[src/rtl/biu_bus_controller_if.sv]
// biu_bus_controller_if: EU request, memory handshake and datapath-control bundle
// shared by the BIU sequencer and its surroundings.
interface biu_bus_controller_if;
    logic       eu_req;
    logic       eu_wr;
    logic [2:0] eu_op;
    logic       q_pop;
    logic       flush;
    logic       mem_ready;
    logic       ale;
    logic       rd_wr;
    logic       bus_oe;
    logic [2:0] alu_op;
    logic       ip_en;
    logic       ip_sel;
    logic       q_push;
    logic [2:0] q_count;
    logic       q_full;
    logic       eu_ack;
    logic       bus_err;
    logic       busy;

    modport master (
        input  eu_req, eu_wr, eu_op, q_pop, flush, mem_ready,
        output ale, rd_wr, bus_oe, alu_op, ip_en, ip_sel, q_push, q_count, q_full,
               eu_ack, bus_err, busy
    );

    modport slave (
        output eu_req, eu_wr, eu_op, q_pop, flush, mem_ready,
        input  ale, rd_wr, bus_oe, alu_op, ip_en, ip_sel, q_push, q_count, q_full,
               eu_ack, bus_err, busy
    );
endinterface

[src/rtl/biu_bus_controller.sv]
// biu_bus_controller: T1-T4 bus-cycle sequencer arbitrating EU data cycles against
// code prefetch, with instruction-queue occupancy tracking and flush handling.
module biu_bus_controller #(
    parameter int         QUEUE_DEPTH = 6,
    parameter logic [2:0] CODE_OP     = 3'b000,
    parameter int         TW_MAX      = 15
) (
    input logic                  clk,
    input logic                  reset,
    biu_bus_controller_if.master bus
);
    localparam int WW = $clog2(TW_MAX + 1);

    typedef enum logic [2:0] {IDLE, T1, T2, T3, TW, T4} state_t;

    state_t        state, state_nxt;
    logic          cyc_eu, cyc_wr, flushed;
    logic [WW-1:0] wcnt;
    logic [2:0]    count_nxt;
    logic          pop_ok, grant_eu, grant_fetch, timeout, to_t4, fetch_done, mid;

    always_comb begin
        pop_ok      = bus.q_pop && bus.q_count != 3'd0;
        count_nxt   = bus.flush ? 3'd0 : bus.q_count + {2'd0, bus.q_push} - {2'd0, pop_ok};
        // the request still visible during our own ack belongs to the finished cycle
        grant_eu    = bus.eu_req && !(state == T4 && cyc_eu);
        grant_fetch = !bus.flush && int'(count_nxt) < QUEUE_DEPTH;
        timeout     = state == TW && !bus.mem_ready && wcnt == WW'(TW_MAX - 1);
        state_nxt   = (state == IDLE || state == T4) ? ((grant_eu || grant_fetch) ? T1 : IDLE) :
                      state == T1 ? T2 :
                      state == T2 ? T3 :
                      (state == T3 || state == TW) ? ((bus.mem_ready || timeout) ? T4 : TW) :
                      IDLE;
        to_t4       = state_nxt == T4;
        fetch_done  = to_t4 && !cyc_eu && !flushed && !bus.flush;
        mid         = state_nxt != IDLE && state_nxt != T1;
    end

    always_ff @(posedge clk or negedge reset) begin
        if (!reset) begin
            state       <= IDLE;
            cyc_eu      <= 1'b0;
            cyc_wr      <= 1'b0;
            flushed     <= 1'b0;
            wcnt        <= '0;
            bus.ale     <= 1'b0;
            bus.rd_wr   <= 1'b1;
            bus.bus_oe  <= 1'b0;
            bus.alu_op  <= CODE_OP;
            bus.ip_en   <= 1'b0;
            bus.ip_sel  <= 1'b0;
            bus.q_push  <= 1'b0;
            bus.q_count <= 3'd0;
            bus.q_full  <= 1'b0;
            bus.eu_ack  <= 1'b0;
            bus.bus_err <= 1'b0;
            bus.busy    <= 1'b0;
        end else begin
            state <= state_nxt;
            if (state_nxt == T1) begin
                cyc_eu     <= grant_eu;
                cyc_wr     <= grant_eu && bus.eu_wr;
                bus.alu_op <= grant_eu ? bus.eu_op : CODE_OP;
            end
            flushed     <= state != T4 && (flushed || (bus.flush && state != IDLE && !cyc_eu));
            wcnt        <= state == TW ? wcnt + 1'b1 : '0;
            bus.ale     <= state_nxt == T1;
            bus.rd_wr   <= !(cyc_wr && mid);
            bus.bus_oe  <= cyc_wr && mid;
            bus.q_push  <= fetch_done;
            bus.ip_en   <= bus.flush || fetch_done;
            bus.ip_sel  <= bus.flush;
            bus.eu_ack  <= to_t4 && cyc_eu;
            bus.bus_err <= timeout;
            bus.q_count <= count_nxt;
            bus.q_full  <= int'(count_nxt) == QUEUE_DEPTH;
            bus.busy    <= state_nxt != IDLE;
        end
    end
endmodule

[src/flat_wrapper.sv]
// flat-port wrapper written by rule: the top's interface ports become plain ports
module biu_bus_controller_flat 
#(
    parameter int         QUEUE_DEPTH = 6,
    parameter logic [2:0] CODE_OP     = 3'b000,
    parameter int         TW_MAX      = 15
)
  (clk, reset, bus_eu_req, bus_eu_wr, bus_eu_op, bus_q_pop, bus_flush, bus_mem_ready, bus_ale, bus_rd_wr, bus_bus_oe, bus_alu_op, bus_ip_en, bus_ip_sel, bus_q_push, bus_q_count, bus_q_full, bus_eu_ack, bus_bus_err, bus_busy);
  biu_bus_controller_if bus_i ();
  input logic clk;
  input logic reset;
  input wire logic [$bits(bus_i.eu_req)-1:0] bus_eu_req;
  input wire logic [$bits(bus_i.eu_wr)-1:0] bus_eu_wr;
  input wire logic [$bits(bus_i.eu_op)-1:0] bus_eu_op;
  input wire logic [$bits(bus_i.q_pop)-1:0] bus_q_pop;
  input wire logic [$bits(bus_i.flush)-1:0] bus_flush;
  input wire logic [$bits(bus_i.mem_ready)-1:0] bus_mem_ready;
  output wire logic [$bits(bus_i.ale)-1:0] bus_ale;
  output wire logic [$bits(bus_i.rd_wr)-1:0] bus_rd_wr;
  output wire logic [$bits(bus_i.bus_oe)-1:0] bus_bus_oe;
  output wire logic [$bits(bus_i.alu_op)-1:0] bus_alu_op;
  output wire logic [$bits(bus_i.ip_en)-1:0] bus_ip_en;
  output wire logic [$bits(bus_i.ip_sel)-1:0] bus_ip_sel;
  output wire logic [$bits(bus_i.q_push)-1:0] bus_q_push;
  output wire logic [$bits(bus_i.q_count)-1:0] bus_q_count;
  output wire logic [$bits(bus_i.q_full)-1:0] bus_q_full;
  output wire logic [$bits(bus_i.eu_ack)-1:0] bus_eu_ack;
  output wire logic [$bits(bus_i.bus_err)-1:0] bus_bus_err;
  output wire logic [$bits(bus_i.busy)-1:0] bus_busy;
  assign bus_i.eu_req = bus_eu_req;
  assign bus_i.eu_wr = bus_eu_wr;
  assign bus_i.eu_op = bus_eu_op;
  assign bus_i.q_pop = bus_q_pop;
  assign bus_i.flush = bus_flush;
  assign bus_i.mem_ready = bus_mem_ready;
  assign bus_ale = bus_i.ale;
  assign bus_rd_wr = bus_i.rd_wr;
  assign bus_bus_oe = bus_i.bus_oe;
  assign bus_alu_op = bus_i.alu_op;
  assign bus_ip_en = bus_i.ip_en;
  assign bus_ip_sel = bus_i.ip_sel;
  assign bus_q_push = bus_i.q_push;
  assign bus_q_count = bus_i.q_count;
  assign bus_q_full = bus_i.q_full;
  assign bus_eu_ack = bus_i.eu_ack;
  assign bus_bus_err = bus_i.bus_err;
  assign bus_busy = bus_i.busy;
  biu_bus_controller #(.QUEUE_DEPTH(QUEUE_DEPTH), .CODE_OP(CODE_OP), .TW_MAX(TW_MAX)) u_core (.clk(clk), .reset(reset), .bus(bus_i));
endmodule
[config.mk]
export PLATFORM = sky130hd
export DESIGN_NAME = biu_bus_controller_flat
export DESIGN_NICKNAME = d
export VERILOG_FILES = /design/src/rtl/biu_bus_controller_if.sv /design/src/rtl/biu_bus_controller.sv /design/src/flat_wrapper.sv
export SDC_FILE = /design/constraint.sdc
export NUM_CORES = 1
export LEC_CHECK = 0
export CAP_MARGIN = 0
export CORE_UTILIZATION = 45
export CTS_CLUSTER_SIZE = 8
export DETAILED_ROUTE_END_ITERATION = 6
export GPL_ROUTABILITY_DRIVEN = 0
export PLACE_DENSITY = 0.81
export SLEW_MARGIN = 25
export SYNTH_ARGS = -nofsm -noshare
export SYNTH_HDL_FRONTEND = slang
export SYNTH_SLANG_ARGS = --single-unit
[constraint.sdc]
create_clock -name clk -period 3.1 [get_ports clk]
set_clock_uncertainty 0.2 [all_clocks]
set_input_delay 0.62 -clock clk [delete_from_list [all_inputs] [get_ports clk]]
set_output_delay 0.62 -clock clk [all_outputs]
set_load 0.05 [all_outputs]
==> impl_metrics.toml <==
[drt]
drtPass1Iterations = 2
routed_wl_microns = 1960
viasPerCell = 4.99
dr_total_vias = 774
drc = 0
wl_per_cell_microns = 12.6
detail-route-antenna-nets = 0
dr.first_iter.drc_count = 4

[synth]
synthesis.area_sq_um = 1170
synth_largest_area_cell = "dfrtp_1"
synth_cells = 99
avgSynthCellArea_sq_um = 11.8
yosys_warnings = 0
synthDistinctLibCells = 36
synthTopCellsByArea = "dfrtp_1 (54%), ha_1 (4.3%), a21oi_2 (3.0%)"
synthesis.nets = 114
yosysTopAreaCellShare = 0.535
ys_ff_latch = 26
synth_sequential_area_ratio = 0.558

[floorplan]
dieArea_sq_um = 2800
rows = 18
start_util = 0.476
die_width_microns = 53.0
io_pins = 26
core-area_sq_um = 2450
fp.dieH_microns = 53.0

[place]
place.detailed.hpwl_microns = 1460
io_buffers = 25
place_area_sq_um = 1430

[cells_and_area]
syn_to_final_growth_pct = 25.5
fillers = 212
layout-drive-gt1-share = 0.112
nets = 141
diodes = 0
final_cell_mix = "clkdlybuf4s50_1 (25), dfrtp_1 (25), inv_1 (9)"
final_area_sq_um = 1470
finish.utilization = 0.597

[power_and_ir_drop]
p_leak_nw = 0.664
worst_ir_drop_vdd_uv = 622
power.density_nw_per_um2 = 964

[grt]
grt_max_degree = 27
use_met2 = 0.285
grt_util_met1 = 0.188
overflow = 0
antenna_found_initial = 0
grt_use_total = 0.160
grt_pass1_wl_microns = 3210
grt_pass1_vias = 763
busiest_layer = "met2"
met3_usage = 0.0259

[sta]
setup_tns_ps = 0
final_hold_viol_count = 0
fmax_mhz = 354
setup-violations-final = 0
slew_headroom = 0.664
rsz0062_at_grt = "false"
tightest_slew_ps = 503
period_needed_ps = 2820
post-route-period-util = 0.911
maxSlewViolCount = 0

[setup_path]
crit_path_end_kind = "register"
worst-path-buf-inv = 2
path_cells = "clkdlybuf4s50_1 > o31a_1 > ha_1 > inv_1 > ha_1 > fa_1 > xnor3_1 > a21oi_2 > a21oi_2 > o211ai_1"
path_class = "input port to register"
cpPeakStageDelay_ps = 400
reg2reg_slack_ps = 350
cp-start-kind = "input port"
crit_arrival_ps = 2810
worstReg2RegStart = "u_core.bus.q_count[1]"
r2r_cells = 9
slowest_stage = "clkdlybuf4s50_1"
cp_max_fo = 6
crit_family = "adder cells"
worstReg2RegEnd = "u_core.state[0]"
cp_data_required_time_ps = 3090

[clock_tree]
ctsResizeCount = 0
clkLatencyLatePin_ps = 310
h-tree-depth = 1
cts_buffer_depth = 2
cts_sinks = 26
post_cts_buffers = 0
postCtsHoldBufs = 0
clk_pin_slew_ps = 130
cts_tree = "yes"
root_buffer = "clkbuf_4"
cts-buffers-inserted = 3

[min_path]
hold_path_class = "register to register"
whs_path_depth = 1
hold_start = "u_core.cyc_wr"
min_to = "u_core.bus.rd_wr"

[outcome]
status = "complete, no violations"

[run]
cap_viol_max_count = 0
-- through the flow --
stage	hold slack (ps)	power, mW	setup WS [ps]	instances
after floorplan	124	1.08	297	99
after global placement	214	1.23	32.4	151
after detailed placement	205	1.26	-81.7	151
after CTS	239	1.43	280	155
after global routing	245	1.50	194	155
final	237	1.41	275	155
-- report_power, final --
group | internal (mW) | switching [mW] | total (mW)
combinational | 0.289 | 0.422 | 0.710
clock | 0.0717 | 0.0912 | 0.163
sequential | 0.443 | 0.0979 | 0.541
total | 0.803 | 0.611 | 1.41
-- how the worst max path moves through the flow --
stage,from,endpoint,slack (ps),cells after the start
6_report,bus_q_pop,u_core.state[0],280,10
3_5_place_dp,bus_q_pop,u_core.state[0],-80,10
3_3_place_gp,bus_q_pop,u_core.state[0],30,10
4_1_cts,bus_q_pop,u_core.state[0],280,10
5_1_grt,bus_q_pop,u_core.state[0],190,10
2_1_floorplan,u_core.bus.q_count[1],u_core.bus.alu_op[0],300,9
-- area by class of cell --
cell class | count | area, sq um | area share
Clock buffer | 4 | 36.3 | 0.0247
Inverter | 9 | 33.8 | 0.0230
Multi-Input combinational cell | 60 | 449 | 0.306
Sequential cell | 26 | 652 | 0.445
Tap cell | 30 | 37.5 | 0.0256
Timing Repair Buffer | 26 | 258 | 0.176
-- registers in the layout, indices dropped and copies added, names as in the netlist, 3 cells and up --
name	cells
u_core.bus.q_count	3
u_core.bus.alu_op	3
u_core.state	3
u_core.wcnt	4
-- cell usage after synthesis --
master and number:
nand2b_1 1, nor2_1 7, or2b_1 1, clkbuf_1 1
nand2_1 5, or3_2 1, a21oi_2 4, inv_1 9
a21boi_1 1, dfrtp_1 25, ha_1 4, o31a_1 1
fa_1 1, buf_4 1, nor4_1 2, a31oi_1 1
nor2b_1 2, buf_6 2, nand3_1 2, xnor3_1 1
xnor2_1 2, nor2_4 1, and2_1 1, or3b_4 1
a21o_1 1, nor3_1 2, nand2_4 1, o31ai_1 1
o211ai_1 1, xor2_1 1, dfstp_2 1, nand3b_1 3
a22o_1 4, or2_1 1, a21oi_1 4, o21bai_1 2
-- cell families (layout without fill, tap and decap cells) --
family	Yosys count	after routing	synth area share
compound gates	20	20	0.128
simple gates	31	31	0.154
buf+inv	13	39	0.0578
xor+xnor	4	4	0.0418
fa+ha+maj	5	5	0.0600
flops	26	26	0.558
-- metal layers --
metal  routed length [microns]  share of wire  vias up
met4                         4         0.0020        0
met3                        95          0.048        2
met1                       886           0.45      366
met5                         0              0        -
li1                          -              -      386
met2                       973           0.50       20
-- worst reg2reg max path: cells and delay by family, from the launching register on --
kind | cells | cell delay [ps]
buffers and inverters | 1 | 40
DFF | 1 | 450
AOI/OAI and AO/OA | 4 | 810
adders and majority gates | 3 | 860
xor gates and xnor gates | 1 | 280
No activity file was read; power rests on OpenSTA's default activity.
